$ cat src/rtl/fifo_pkg.sv
// rtl/fifo_pkg.sv - shared FIFO defaults and status bundle type.
package fifo_pkg;

  localparam int unsigned FIFO_DEF_DATA_WIDTH = 8;
  localparam int unsigned FIFO_DEF_DEPTH      = 16;

  typedef struct packed {
    logic full;
    logic empty;
    logic almost_full;
    logic almost_empty;
    logic overflow;
    logic underflow;
  } fifo_status_t;

endpackage

$ cat src/rtl/fifo_ram.sv
// rtl/fifo_ram.sv - FIFO storage: one synchronous write port, one asynchronous read port.
module fifo_ram #(
  parameter int unsigned DATA_WIDTH = 8,
  parameter int unsigned FIFO_DEPTH = 16,
  localparam int unsigned AW        = $clog2(FIFO_DEPTH)
) (
  input  logic                  clk_i,
  input  logic                  we_i,
  input  logic [AW-1:0]         waddr_i,
  input  logic [DATA_WIDTH-1:0] wdata_i,
  input  logic [AW-1:0]         raddr_i,
  output logic [DATA_WIDTH-1:0] rdata_o
);

  logic [DATA_WIDTH-1:0] mem_q [FIFO_DEPTH];

  // Contents are intentionally not reset; pointers alone define validity.
  always_ff @(posedge clk_i) begin
    if (we_i) begin
      mem_q[waddr_i] <= wdata_i;
    end
  end

  assign rdata_o = mem_q[raddr_i];

endmodule

$ cat src/rtl/param_sync_fifo.sv
// rtl/param_sync_fifo.sv - single-clock show-ahead FIFO with count, almost flags and sticky errors.
module param_sync_fifo
  import fifo_pkg::*;
#(
  parameter int unsigned DATA_WIDTH    = FIFO_DEF_DATA_WIDTH,
  parameter int unsigned FIFO_DEPTH    = FIFO_DEF_DEPTH,
  parameter int unsigned AFULL_THRESH  = FIFO_DEPTH - 2,
  parameter int unsigned AEMPTY_THRESH = 2,
  localparam int unsigned AW           = $clog2(FIFO_DEPTH),
  localparam int unsigned CW           = AW + 1
) (
  input  logic                  clk,
  input  logic                  rst_n,
  input  logic                  wr_en,
  input  logic [DATA_WIDTH-1:0] din,
  input  logic                  rd_en,
  output logic [DATA_WIDTH-1:0] dout,
  output logic                  full,
  output logic                  empty,
  output logic                  almost_full,
  output logic                  almost_empty,
  output logic [CW-1:0]         count,
  output logic                  overflow,
  output logic                  underflow,
  input  logic                  clr_err
);

  logic [CW-1:0] wr_ptr_q, wr_ptr_d;
  logic [CW-1:0] rd_ptr_q, rd_ptr_d;
  logic          ovf_q, ovf_d;
  logic          udf_q, udf_d;
  logic          push, pop;
  fifo_status_t  status;

  assign count = wr_ptr_q - rd_ptr_q;

  always_comb begin
    status              = '0;
    status.full         = (count == CW'(FIFO_DEPTH));
    status.empty        = (count == '0);
    status.almost_full  = (count >= CW'(AFULL_THRESH));
    status.almost_empty = (count <= CW'(AEMPTY_THRESH));
    status.overflow     = ovf_q;
    status.underflow    = udf_q;
  end

  // A simultaneous read frees the slot, so a full FIFO still takes the write.
  // A write into an empty FIFO covers the read attempt: no underflow then.
  always_comb begin
    push     = wr_en && (!status.full || rd_en);
    pop      = rd_en && !status.empty;
    wr_ptr_d = push ? wr_ptr_q + 1'b1 : wr_ptr_q;
    rd_ptr_d = pop  ? rd_ptr_q + 1'b1 : rd_ptr_q;
    ovf_d    = (ovf_q && !clr_err) || (wr_en && !push);
    udf_d    = (udf_q && !clr_err) || (rd_en && status.empty && !wr_en);
  end

  always_ff @(posedge clk or negedge rst_n) begin
    if (!rst_n) begin
      wr_ptr_q <= '0;
      rd_ptr_q <= '0;
      ovf_q    <= 1'b0;
      udf_q    <= 1'b0;
    end else begin
      wr_ptr_q <= wr_ptr_d;
      rd_ptr_q <= rd_ptr_d;
      ovf_q    <= ovf_d;
      udf_q    <= udf_d;
    end
  end

  fifo_ram #(
    .DATA_WIDTH (DATA_WIDTH),
    .FIFO_DEPTH (FIFO_DEPTH)
  ) u_ram (
    .clk_i   (clk),
    .we_i    (push),
    .waddr_i (wr_ptr_q[AW-1:0]),
    .wdata_i (din),
    .raddr_i (rd_ptr_q[AW-1:0]),
    .rdata_o (dout)
  );

  assign full         = status.full;
  assign empty        = status.empty;
  assign almost_full  = status.almost_full;
  assign almost_empty = status.almost_empty;
  assign overflow     = status.overflow;
  assign underflow    = status.underflow;

endmodule

$ cat config.mk
export PLATFORM = sky130hd
export DESIGN_NAME = param_sync_fifo
export DESIGN_NICKNAME = d
export VERILOG_FILES = /design/src/rtl/fifo_pkg.sv /design/src/rtl/fifo_ram.sv /design/src/rtl/param_sync_fifo.sv
export SDC_FILE = /design/constraint.sdc
export NUM_CORES = 1
export LEC_CHECK = 0
export CORE_UTILIZATION = 40
export DETAILED_ROUTE_END_ITERATION = 12
export PLACE_DENSITY = 0.54
export SYNTH_ARGS = -nofsm -noshare
export SYNTH_HDL_FRONTEND = slang
export SYNTH_HIERARCHICAL = 1
export SYNTH_SLANG_ARGS = --single-unit
$ cat constraint.sdc
create_clock -name clk -period 9.4 [get_ports clk]
set_clock_uncertainty 0.05 [all_clocks]
set_input_delay 2.82 -clock clk [delete_from_list [all_inputs] [get_ports clk]]
set_output_delay 2.82 -clock clk [all_outputs]
set_load 0.02 [all_outputs]
==> flow_summary.html, run 1 <==
<table>
<tr><th>Metric</th><th>Value</th></tr>
<tr><th colspan="2">Yosys</th></tr>
<tr><td>Simple-Gate Fraction of Synth Area</td><td>4.296%</td></tr>
<tr><td>Combinational family with the most area after synthesis</td><td>multiplexers</td></tr>
<tr><td>Part of the Yosys area used for sequential elements</td><td>70.78%</td></tr>
<tr><td>Top area cells in the synthesized netlist</td><td>sky130_fd_sc_hd__edfxtp_1, sky130_fd_sc_hd__mux4_2, sky130_fd_sc_hd__mux4_1</td></tr>
<tr><td>Area share of the leading cell type in the synthesized netlist</td><td>65.66%</td></tr>
<tr><td>Synth Net Count</td><td>320</td></tr>
<tr><td>Distinct cell type count of the synthesized netlist</td><td>44</td></tr>
<tr><td>Synthesis warning total</td><td>6</td></tr>
<tr><td>Area of the mapped netlist</td><td>0.005854 sq mm</td></tr>
<tr><td>Cell taking the most area after synthesis</td><td>sky130_fd_sc_hd__edfxtp_1</td></tr>
<tr><td>Post-synthesis compound-gate area fraction</td><td>4.745%</td></tr>
<tr><td>Mean instance size in the synthesized netlist</td><td>19.51 sq um</td></tr>
<tr><td>Register bit total from synthesis</td><td>140</td></tr>
<tr><td>Synthesized-area fraction occupied by xor and xnor cells</td><td>2.372%</td></tr>
<tr><td>Fraction of the mapped netlist area in adder cells</td><td>1.624%</td></tr>
<tr><td>Post-synthesis instance total</td><td>300</td></tr>
<tr><td>Mux cell area share after synthesis</td><td>13.76%</td></tr>
<tr><th colspan="2">Hold path</th></tr>
<tr><td>End of the worst hold path</td><td>underflow</td></tr>
<tr><td>Kind of path behind the tightest hold check</td><td>reg2reg</td></tr>
<tr><td>Hold Path Cell Cnt</td><td>1</td></tr>
<tr><td>Launch point of the worst hold path</td><td>underflow</td></tr>
<tr><th colspan="2">Finish</th></tr>
<tr><td>Share of cells above drive strength 1</td><td>18.82%</td></tr>
<tr><td>Number of standard cells in the layout, taps in and fillers out</td><td>536</td></tr>
<tr><td>Most frequent cells in the layout</td><td>sky130_fd_sc_hd__edfxtp_1, sky130_fd_sc_hd__clkdlybuf4s50_1, sky130_fd_sc_hd__nor2_1, sky130_fd_sc_hd__mux4_2, sky130_fd_sc_hd__clkbuf_16</td></tr>
<tr><td>Nets</td><td>364</td></tr>
<tr><td>Area Overhead vs Synth</td><td>17.42%</td></tr>
<tr><td>Filler instances</td><td>1,171</td></tr>
<tr><td>Most common library cell in the layout ignoring fill and taps</td><td>sky130_fd_sc_hd__edfxtp_1</td></tr>
<tr><td>Final instance area</td><td>0.006874 sq mm</td></tr>
<tr><td># diodes</td><td>0</td></tr>
<tr><td>Post-Route Utilization</td><td>48.77%</td></tr>
<tr><th colspan="2">Power</th></tr>
<tr><td>Comb power frac</td><td>42.8%</td></tr>
<tr><td>Power share of the sequential group</td><td>33.0%</td></tr>
<tr><td>Maximum resistive drop on vdd</td><td>0.2343 mV</td></tr>
<tr><td>Power spent charging and discharging nets</td><td>891.6 uW</td></tr>
<tr><td>Power density over the cells</td><td>360.4 mW/mm^2</td></tr>
<tr><td>Share of total power in the clock network</td><td>24.3%</td></tr>
<tr><td>Switching share of power</td><td>35.99%</td></tr>
<tr><td>Leakage dissipation</td><td>0.002305 uW</td></tr>
<tr><td>Internal cell power</td><td>1586 uW</td></tr>
<tr><th colspan="2">Placed design</th></tr>
<tr><td>Port buffer count</td><td>31</td></tr>
<tr><td>Detail Placement HPWL</td><td>6994 um</td></tr>
<tr><td>Placed cells</td><td>505</td></tr>
<tr><td>Placed cell area</td><td>0.006344 sq mm</td></tr>
<tr><td>Minimum setup slack after placement</td><td>3.513 ns</td></tr>
<tr><td>Routability congestion estimate from global placement</td><td>0.7361</td></tr>
<tr><th colspan="2">Routing</th></tr>
<tr><td>Number of vias per cell</td><td>5.442</td></tr>
<tr><td>Violation count after the first detailed-route iteration</td><td>158</td></tr>
<tr><td>Total wirelength of the detailed-routed design</td><td>11,670 um</td></tr>
<tr><td>Remaining DRCs</td><td>0</td></tr>
<tr><td>Via count of the routed design</td><td>2,917</td></tr>
<tr><td>Final antenna-violating net count</td><td>0</td></tr>
<tr><td>First drt pass iteration count</td><td>4</td></tr>
<tr><td>Routed WL per cell</td><td>21.77 um</td></tr>
<tr><th colspan="2">Worst setup path</th></tr>
<tr><td>Critical path's slowest cell</td><td>sky130_fd_sc_hd__clkdlybuf4s50_1</td></tr>
<tr><td>Setup Crit Path Kind</td><td>reg2out</td></tr>
<tr><td>Critical register-to-register path startpoint</td><td>wr_ptr_q[0]</td></tr>
<tr><td>Setup slack of the worst register-to-register path</td><td>5.41 ns</td></tr>
<tr><td>Worst Reg2Reg Path Length in Cells</td><td>11</td></tr>
<tr><td>CP endpoint kind</td><td>output port</td></tr>
<tr><td>Largest fanout on the critical path</td><td>11</td></tr>
<tr><td>WP data required</td><td>6.53 ns</td></tr>
<tr><td>Arrival time of data at the critical path endpoint</td><td>3.43 ns</td></tr>
<tr><td>Slowest stage delay, CP</td><td>0.66 ns</td></tr>
<tr><td>Cell-by-cell listing of the critical path</td><td>inv_1 &gt; ha_1 &gt; fa_1 &gt; nand2b_1 &gt; a21oi_2 &gt; xor2_4 &gt; inv_4 &gt; a2111oi_2 &gt; clkdlybuf4s50_1</td></tr>
<tr><td>Reg-to-Reg End</td><td>u_ram/mem_q[2][6]</td></tr>
<tr><td>Category of the worst setup path launch point</td><td>flip-flop</td></tr>
<tr><th colspan="2">Clock network</th></tr>
<tr><td>TritonCTS clock tree</td><td>yes</td></tr>
<tr><td>Clock tree sinks</td><td>140</td></tr>
<tr><td>Number of setup buffers added after CTS</td><td>0</td></tr>
<tr><td>Root buf cell</td><td>sky130_fd_sc_hd__clkbuf_16</td></tr>
<tr><td>Total of hold buffers inserted after clock tree synthesis</td><td>0</td></tr>
<tr><td>Post-cts gate resize count</td><td>0</td></tr>
<tr><td>Clock slew at the register clock pins of the worst setup and hold paths</td><td>0.05 ns</td></tr>
<tr><td>Cts bufs inserted</td><td>17</td></tr>
<tr><td>Bufs on Longest Clock Path</td><td>2</td></tr>
<tr><td>Level count of the clock H-tree</td><td>4</td></tr>
<tr><td>Clock network latency to the later pin of the worst-skew pair</td><td>0.41 ns</td></tr>
<tr><th colspan="2">Timing</th></tr>
<tr><td>Maximum clock frequency</td><td>158.7 MHz</td></tr>
<tr><td>Fin Setup TNS</td><td>0 ns</td></tr>
<tr><td>Post-layout min period</td><td>6.302 ns</td></tr>
<tr><td>Final hold violation count</td><td>0</td></tr>
<tr><td>Setup repair after global routing missed its margin</td><td>false</td></tr>
<tr><td>Tightest slew margin relative to the limit</td><td>28.09%</td></tr>
<tr><td>Final setup vio count</td><td>0</td></tr>
<tr><td>Actual slew at the worst max-slew pin</td><td>1.075 ns</td></tr>
<tr><td>Worst Setup Slack, final</td><td>3.098 ns</td></tr>
<tr><td>Number of max-slew violations in the final report</td><td>0</td></tr>
<tr><td>Final period util</td><td>67.04%</td></tr>
<tr><th colspan="2">Global routing</th></tr>
<tr><td>Pin count of the biggest net entering global routing</td><td>36</td></tr>
<tr><td>GR Util met3</td><td>4.013%</td></tr>
<tr><td>First-pass GRT wire length</td><td>18,170 um</td></tr>
<tr><td>Layer with the highest usage after global routing</td><td>met2</td></tr>
<tr><td>Global Route met1 Usage</td><td>23.17%</td></tr>
<tr><td>Global routing met2 resource utilization</td><td>27.46%</td></tr>
<tr><td>GRT Total Usage</td><td>17.36%</td></tr>
<tr><td>Number of global-route vias before repair</td><td>2,998</td></tr>
<tr><td>Overflow left after global routing</td><td>0</td></tr>
<tr><td>Number of antenna violations at the first check in global routing</td><td>0</td></tr>
<tr><th colspan="2">Floorplan</th></tr>
<tr><td>Total core area</td><td>0.01410 sq mm</td></tr>
<tr><td>Die Footprint</td><td>0.01512 sq mm</td></tr>
<tr><td>Initial Util</td><td>41.53%</td></tr>
<tr><td>Horiz. Die Dim</td><td>123.0 um</td></tr>
<tr><td>Boundary pin count</td><td>32</td></tr>
<tr><td>Die Ht</td><td>123.0 um</td></tr>
<tr><td>Placement row count</td><td>43</td></tr>
<tr><th colspan="2">Job</th></tr>
<tr><td>Number of max-cap violations</td><td>0</td></tr>
<tr><th colspan="2">Run status</th></tr>
<tr><td>Outcome</td><td>finished clean</td></tr>
</table>
critical path: cells and delay by family, from the launching register on:
family / cells / cell delay, ns
flops: 1 / 0.56
fa+ha+maj: 2 / 0.65
xor+xnor: 1 / 0.32
compound gates: 2 / 0.45
buf+inv: 3 / 0.86
simple gates: 1 / 0.18
worst max-delay path by stage:
stage | depth (start not counted) | to | start
6_report | 9 | almost_empty | wr_ptr_q[0]
5_1_grt | 9 | almost_empty | wr_ptr_q[0]
4_1_cts | 9 | almost_empty | wr_ptr_q[0]
3_5_place_dp | 9 | almost_empty | wr_ptr_q[0]
3_3_place_gp | 9 | almost_empty | wr_ptr_q[0]
2_1_floorplan | 8 | almost_empty | wr_ptr_q[0]
flip-flops by register name, summed over array words and instances, names as in the netlist:
signal	count
overflow	1
wr_ptr_q	5
rd_ptr_q	5
underflow	1
u_ram/mem_q	128
kinds of logic after synthesis:
| kind of cell | Yosys count |
|---|---|
| AOI/OAI and AO/OA | 31 |
| DFF | 140 |
| buffers and inverters | 23 |
| xor gates and xnor gates | 12 |
| muxes | 35 |
| and+or+nand+nor | 52 |
| adders and majority gates | 7 |
final cells by class:
cell class / instances / area (sq um) / share of cell area [%]
clock inverters: 12 / 97.59 / 1.420
repair buffers: 37 / 355.3 / 5.169
well taps: 180 / 225.2 / 3.276
inverters: 11 / 43.79 / 0.6371
clock buffers: 19 / 432.9 / 6.298
flip-flops and latches: 140 / 4145 / 60.30
multi-input cells: 137 / 1574 / 22.90
cell usage after synthesis:
cell / number
sky130_fd_sc_hd__a2111oi_2: 1
sky130_fd_sc_hd__a21oi_1: 1
sky130_fd_sc_hd__a21oi_2: 1
sky130_fd_sc_hd__a22o_1: 1
sky130_fd_sc_hd__a22oi_1: 16
sky130_fd_sc_hd__a31o_2: 1
sky130_fd_sc_hd__a32o_1: 1
sky130_fd_sc_hd__and2_1: 3
sky130_fd_sc_hd__and2b_1: 1
sky130_fd_sc_hd__and3_1: 1
sky130_fd_sc_hd__buf_2: 3
sky130_fd_sc_hd__buf_4: 2
sky130_fd_sc_hd__buf_6: 3
sky130_fd_sc_hd__clkbuf_1: 1
sky130_fd_sc_hd__clkdlybuf4s25_2: 3
sky130_fd_sc_hd__dfrtp_1: 12
sky130_fd_sc_hd__edfxtp_1: 128
sky130_fd_sc_hd__fa_1: 1
sky130_fd_sc_hd__ha_1: 6
sky130_fd_sc_hd__inv_1: 10
sky130_fd_sc_hd__inv_4: 1
sky130_fd_sc_hd__mux2_1: 2
sky130_fd_sc_hd__mux2i_1: 1
sky130_fd_sc_hd__mux4_1: 14
sky130_fd_sc_hd__mux4_2: 18
sky130_fd_sc_hd__nand2_1: 12
sky130_fd_sc_hd__nand2b_1: 3
sky130_fd_sc_hd__nand3_1: 2
sky130_fd_sc_hd__nand3b_1: 2
sky130_fd_sc_hd__nor2_1: 18
sky130_fd_sc_hd__nor2b_1: 1
sky130_fd_sc_hd__nor3_1: 7
sky130_fd_sc_hd__nor4_2: 1
sky130_fd_sc_hd__o211ai_2: 1
sky130_fd_sc_hd__o21ai_1: 3
sky130_fd_sc_hd__o21ai_4: 1
sky130_fd_sc_hd__o311ai_2: 2
sky130_fd_sc_hd__o31ai_2: 2
sky130_fd_sc_hd__or3b_2: 1
sky130_fd_sc_hd__xnor2_1: 8
sky130_fd_sc_hd__xnor2_2: 1
sky130_fd_sc_hd__xor2_1: 1
sky130_fd_sc_hd__xor2_2: 1
sky130_fd_sc_hd__xor2_4: 1
per-layer routing:
metal  wire length, um  part of all wire, %
met1              5305                   45
met2              5614                   48
met3               594                  5.1
met4               155                  1.3
met5                 0                    0
power by group through the flow:
stage | combinational [uW] | clock (uW) | sequential [uW]
after floorplan | 727 | 0 | 821
after global placement | 1070 | 0 | 826
after detailed placement | 1080 | 0 | 829
after CTS | 1080 | 613 | 818
after global routing | 1150 | 638 | 828
final | 1060 | 602 | 816
through the flow:
step / total power [uW] / hold WS [ns]
2_1_floorplan: 1548 / 0.4460
6_report: 2477 / 0.4389
5_1_grt: 2619 / 0.4880
3_5_place_dp: 1904 / 0.4291
4_1_cts: 2509 / 0.4409
3_3_place_gp: 1893 / 0.4270
Note: power is estimated with default switching activity, not from simulation.
==> inputs of run 2 (changes only) <==
- clock period: 9.4 -> 5.95 ns (I/O delays scaled with it)
==> flow_summary.html, run 2 (synthesis results as in run 1) <==
<table>
<tr><th>Metric</th><th>Value</th></tr>
<tr><th colspan="2">Run status</th></tr>
<tr><td>Outcome</td><td>finished clean</td></tr>
<tr><th colspan="2">Finish</th></tr>
<tr><td>Final instance area</td><td>0.006949 sq mm (+1.1%)</td></tr>
<tr><td>Largest registers in the final layout</td><td>u_ram/mem_q: 128 flops, rd_ptr_q: 5 flops, wr_ptr_q: 5 flops</td></tr>
<tr><td>Area Overhead vs Synth</td><td>18.70%</td></tr>
<tr><td>Most frequent cells in the layout</td><td>sky130_fd_sc_hd__edfxtp_1, sky130_fd_sc_hd__clkdlybuf4s50_1, sky130_fd_sc_hd__nor2_1, sky130_fd_sc_hd__mux4_2, sky130_fd_sc_hd__clkbuf_16</td></tr>
<tr><td>Share of cells above drive strength 1</td><td>19.27% (+0.45 points)</td></tr>
<tr><td>Reg with most FFs</td><td>u_ram/mem_q</td></tr>
<tr><td>Post-Route Utilization</td><td>49.30% (+0.53 points)</td></tr>
<tr><td>Nets</td><td>365 (+0.27%)</td></tr>
<tr><td>Filler instances</td><td>1,168 (-0.26%)</td></tr>
<tr><td>Most common library cell in the layout ignoring fill and taps</td><td>sky130_fd_sc_hd__edfxtp_1</td></tr>
<tr><td>Flip-flop count of the largest register, all copies and words added</td><td>128 (unchanged)</td></tr>
<tr><td># diodes</td><td>0 (unchanged)</td></tr>
<tr><th colspan="2">Clock network</th></tr>
<tr><td>Clock network latency to the later pin of the worst-skew pair</td><td>0.41 ns (about the same)</td></tr>
<tr><td>Post-cts gate resize count</td><td>0 (unchanged)</td></tr>
<tr><td>Total of hold buffers inserted after clock tree synthesis</td><td>0 (unchanged)</td></tr>
<tr><td>Root buf cell</td><td>sky130_fd_sc_hd__clkbuf_16</td></tr>
<tr><td>Bufs on Longest Clock Path</td><td>2 (unchanged)</td></tr>
<tr><td>Clock tree sinks</td><td>140 (unchanged)</td></tr>
<tr><td>Cts bufs inserted</td><td>17 (unchanged)</td></tr>
<tr><td>Clock slew at the register clock pins of the worst setup and hold paths</td><td>0.06 ns (about the same)</td></tr>
<tr><td>Number of setup buffers added after CTS</td><td>0 (unchanged)</td></tr>
<tr><td>TritonCTS clock tree</td><td>yes</td></tr>
<tr><td>Level count of the clock H-tree</td><td>4 (unchanged)</td></tr>
<tr><th colspan="2">Routing</th></tr>
<tr><td>Via count of the routed design</td><td>2,908 (-0.31%)</td></tr>
<tr><td>Remaining DRCs</td><td>0 (unchanged)</td></tr>
<tr><td>Violation count after the first detailed-route iteration</td><td>252 (+59%)</td></tr>
<tr><td>First drt pass iteration count</td><td>4 (unchanged)</td></tr>
<tr><td>Routed WL per cell</td><td>21.86 um (+0.41%)</td></tr>
<tr><td>Total wirelength of the detailed-routed design</td><td>11,760 um (+0.79%)</td></tr>
<tr><td>Final antenna-violating net count</td><td>0 (unchanged)</td></tr>
<tr><td>Number of vias per cell</td><td>5.405 (-0.68%)</td></tr>
<tr><th colspan="2">Worst setup path</th></tr>
<tr><td>Category of the worst setup path launch point</td><td>flip-flop</td></tr>
<tr><td>Arrival time of data at the critical path endpoint</td><td>3.40 ns (-0.03 ns)</td></tr>
<tr><td>Largest fanout on the critical path</td><td>11 (unchanged)</td></tr>
<tr><td>Reg-to-Reg End</td><td>u_ram/mem_q[2][3]</td></tr>
<tr><td>WP data required</td><td>4.12 ns (-2.41 ns)</td></tr>
<tr><td>CP endpoint kind</td><td>output port</td></tr>
<tr><td>Worst Reg2Reg Path Length in Cells</td><td>11 (unchanged)</td></tr>
<tr><td>Setup slack of the worst register-to-register path</td><td>1.95 ns (-3.46 ns)</td></tr>
<tr><td>Setup Crit Path Kind</td><td>reg2out</td></tr>
<tr><td>Critical register-to-register path startpoint</td><td>wr_ptr_q[0]</td></tr>
<tr><th colspan="2">Placed design</th></tr>
<tr><td>Minimum setup slack after placement</td><td>1.128 ns (-2.385 ns)</td></tr>
<tr><td>Routability congestion estimate from global placement</td><td>0.6988 (-5.1%)</td></tr>
<tr><td>Port buffer count</td><td>31 (unchanged)</td></tr>
<tr><td>Placed cell area</td><td>0.006346 sq mm (about the same)</td></tr>
<tr><td>Detail Placement HPWL</td><td>7151 um (+2.3%)</td></tr>
<tr><th colspan="2">Floorplan</th></tr>
<tr><td>Die Footprint</td><td>0.01512 sq mm (unchanged)</td></tr>
<tr><td>Initial Util</td><td>41.53% (unchanged)</td></tr>
<tr><td>Boundary pin count</td><td>32 (unchanged)</td></tr>
<tr><td>Horiz. Die Dim</td><td>123.0 um (unchanged)</td></tr>
<tr><td>Placement row count</td><td>43 (unchanged)</td></tr>
<tr><td>Total core area</td><td>0.01410 sq mm (unchanged)</td></tr>
<tr><td>Die Ht</td><td>123.0 um (unchanged)</td></tr>
<tr><th colspan="2">Job</th></tr>
<tr><td>Number of max-cap violations</td><td>0 (unchanged)</td></tr>
<tr><th colspan="2">Power</th></tr>
<tr><td>Power density over the cells</td><td>580.2 mW/mm^2 (+61%)</td></tr>
<tr><td>Maximum resistive drop on vdd</td><td>0.3957 mV (+69%)</td></tr>
<tr><td>Leakage dissipation</td><td>0.002354 uW (+2.1%)</td></tr>
<tr><th colspan="2">Global routing</th></tr>
<tr><td>Pin count of the biggest net entering global routing</td><td>36 (unchanged)</td></tr>
<tr><td>First-pass GRT wire length</td><td>17,640 um (-2.9%)</td></tr>
<tr><td>Number of antenna violations at the first check in global routing</td><td>0 (unchanged)</td></tr>
<tr><td>Overflow left after global routing</td><td>0 (unchanged)</td></tr>
<tr><td>Number of global-route vias before repair</td><td>3,001 (+0.10%)</td></tr>
<tr><td>GRT Total Usage</td><td>17.29% (-0.065 points)</td></tr>
<tr><th colspan="2">Timing</th></tr>
<tr><td>Worst Setup Slack, final</td><td>0.7117 ns (-2.386 ns)</td></tr>
<tr><td>Actual slew at the worst max-slew pin</td><td>1.027 ns (-0.04802 ns)</td></tr>
<tr><td>Final period util</td><td>88.04%</td></tr>
<tr><td>Final hold violation count</td><td>0 (unchanged)</td></tr>
<tr><td>Number of max-slew violations in the final report</td><td>0 (unchanged)</td></tr>
<tr><td>Setup repair after global routing missed its margin</td><td>false</td></tr>
<tr><td>Maximum clock frequency</td><td>190.9 MHz</td></tr>
<tr><td>Final setup vio count</td><td>0 (unchanged)</td></tr>
<tr><td>Tightest slew margin relative to the limit</td><td>31.30% (+3.2 points)</td></tr>
<tr><td>Fin Setup TNS</td><td>0 ns (unchanged)</td></tr>
<tr><td>Post-layout min period</td><td>5.238 ns</td></tr>
<tr><th colspan="2">Hold path</th></tr>
<tr><td>Kind of path behind the tightest hold check</td><td>reg2reg</td></tr>
<tr><td>Hold Path Cell Cnt</td><td>1 (unchanged)</td></tr>
<tr><td>Launch point of the worst hold path</td><td>underflow</td></tr>
<tr><td>End of the worst hold path</td><td>underflow</td></tr>
</table>
[run 2: cell types whose count changed in the layout (fill, tap and decap cells not counted), sizes merged]
cell,before,now
bufinv,1,4
clkinv,7,10
clkbuf,19,17
clkinvlp,2,0
buf,6,7
inv,13,12
[run 2: report_power, final]
part | switching, uW | internal, uW | leakage, uW | total, uW
clock network | 376 | 692 | 0.000300 | 1070
logic | 950 | 726 | 0.000752 | 1680
registers | 77.4 | 1210 | 0.00130 | 1290
total | 1400 | 2630 | 0.00235 | 4030
[run 2: metal layers]
metal	vias up	global-route usage [%]	part of all wire, %
li1	1311	-	-
met1	1523	22.43	45
met2	66	27.88	50
met3	8	4.290	4.3
met4	0	7.229	0.87
met5	-	0	0
[run 2: worst max path at each step]
| stage | from | end | cells after the start | slack, ns |
|---|---|---|---|---|
| floorplan | wr_ptr_q[0] | almost_empty | 8 | 1.64 |
| global placement | wr_ptr_q[0] | almost_empty | 9 | 1.20 |
| detailed placement | wr_ptr_q[0] | almost_empty | 9 | 1.13 |
| CTS | wr_ptr_q[0] | almost_empty | 9 | 0.67 |
| global route | wr_ptr_q[0] | almost_empty | 9 | 0.45 |
| finish | wr_ptr_q[0] | almost_empty | 9 | 0.71 |
[run 2: cell type report]
cell class	count	area (sq um)	share of cell area, %
well taps	180	225.2	3.241
inverters	11	43.79	0.6302
clock inverters	15	177.7	2.557
flip-flops and latches	140	4145	59.65
clock buffers	17	425.4	6.122
multi-input cells	137	1569	22.58
repair buffers	38	362.8	5.221
[run 2: critical path, stage by stage, from the launching register on]
cell	delay [ns]
sky130_fd_sc_hd__dfrtp_1	0.53
sky130_fd_sc_hd__inv_1	0.10
sky130_fd_sc_hd__ha_1	0.23
sky130_fd_sc_hd__fa_1	0.42
sky130_fd_sc_hd__nand2b_1	0.18
sky130_fd_sc_hd__a21oi_2	0.23
sky130_fd_sc_hd__xor2_4	0.31
sky130_fd_sc_hd__inv_4	0.11
sky130_fd_sc_hd__a2111oi_2	0.21
sky130_fd_sc_hd__clkdlybuf4s50_1	0.66
[run 2: stage by stage]
| step | hold slack [ns] | cells | total power (uW) |
|---|---|---|---|
| after floorplan | 0.4460 | 300 | 2446 |
| after global placement | 0.4277 | 506 | 2991 |
| after detailed placement | 0.4441 | 506 | 3007 |
| after CTS | 0.4573 | 538 | 4085 |
| after global routing | 0.4759 | 538 | 4243 |
| final | 0.4497 | 538 | 4032 |
==> inputs of run 3 (changes only) <==
- CTS_BUF_LIST: unset -> sky130_fd_sc_hd__clkbuf_4 sky130_fd_sc_hd__clkbuf_8 sky130_fd_sc_hd__clkbuf_16
- CTS_CLUSTER_DIAMETER: unset -> 30
==> results of run 3 <==
No change in the layout: final DEF, timing and power equal those of run 2.
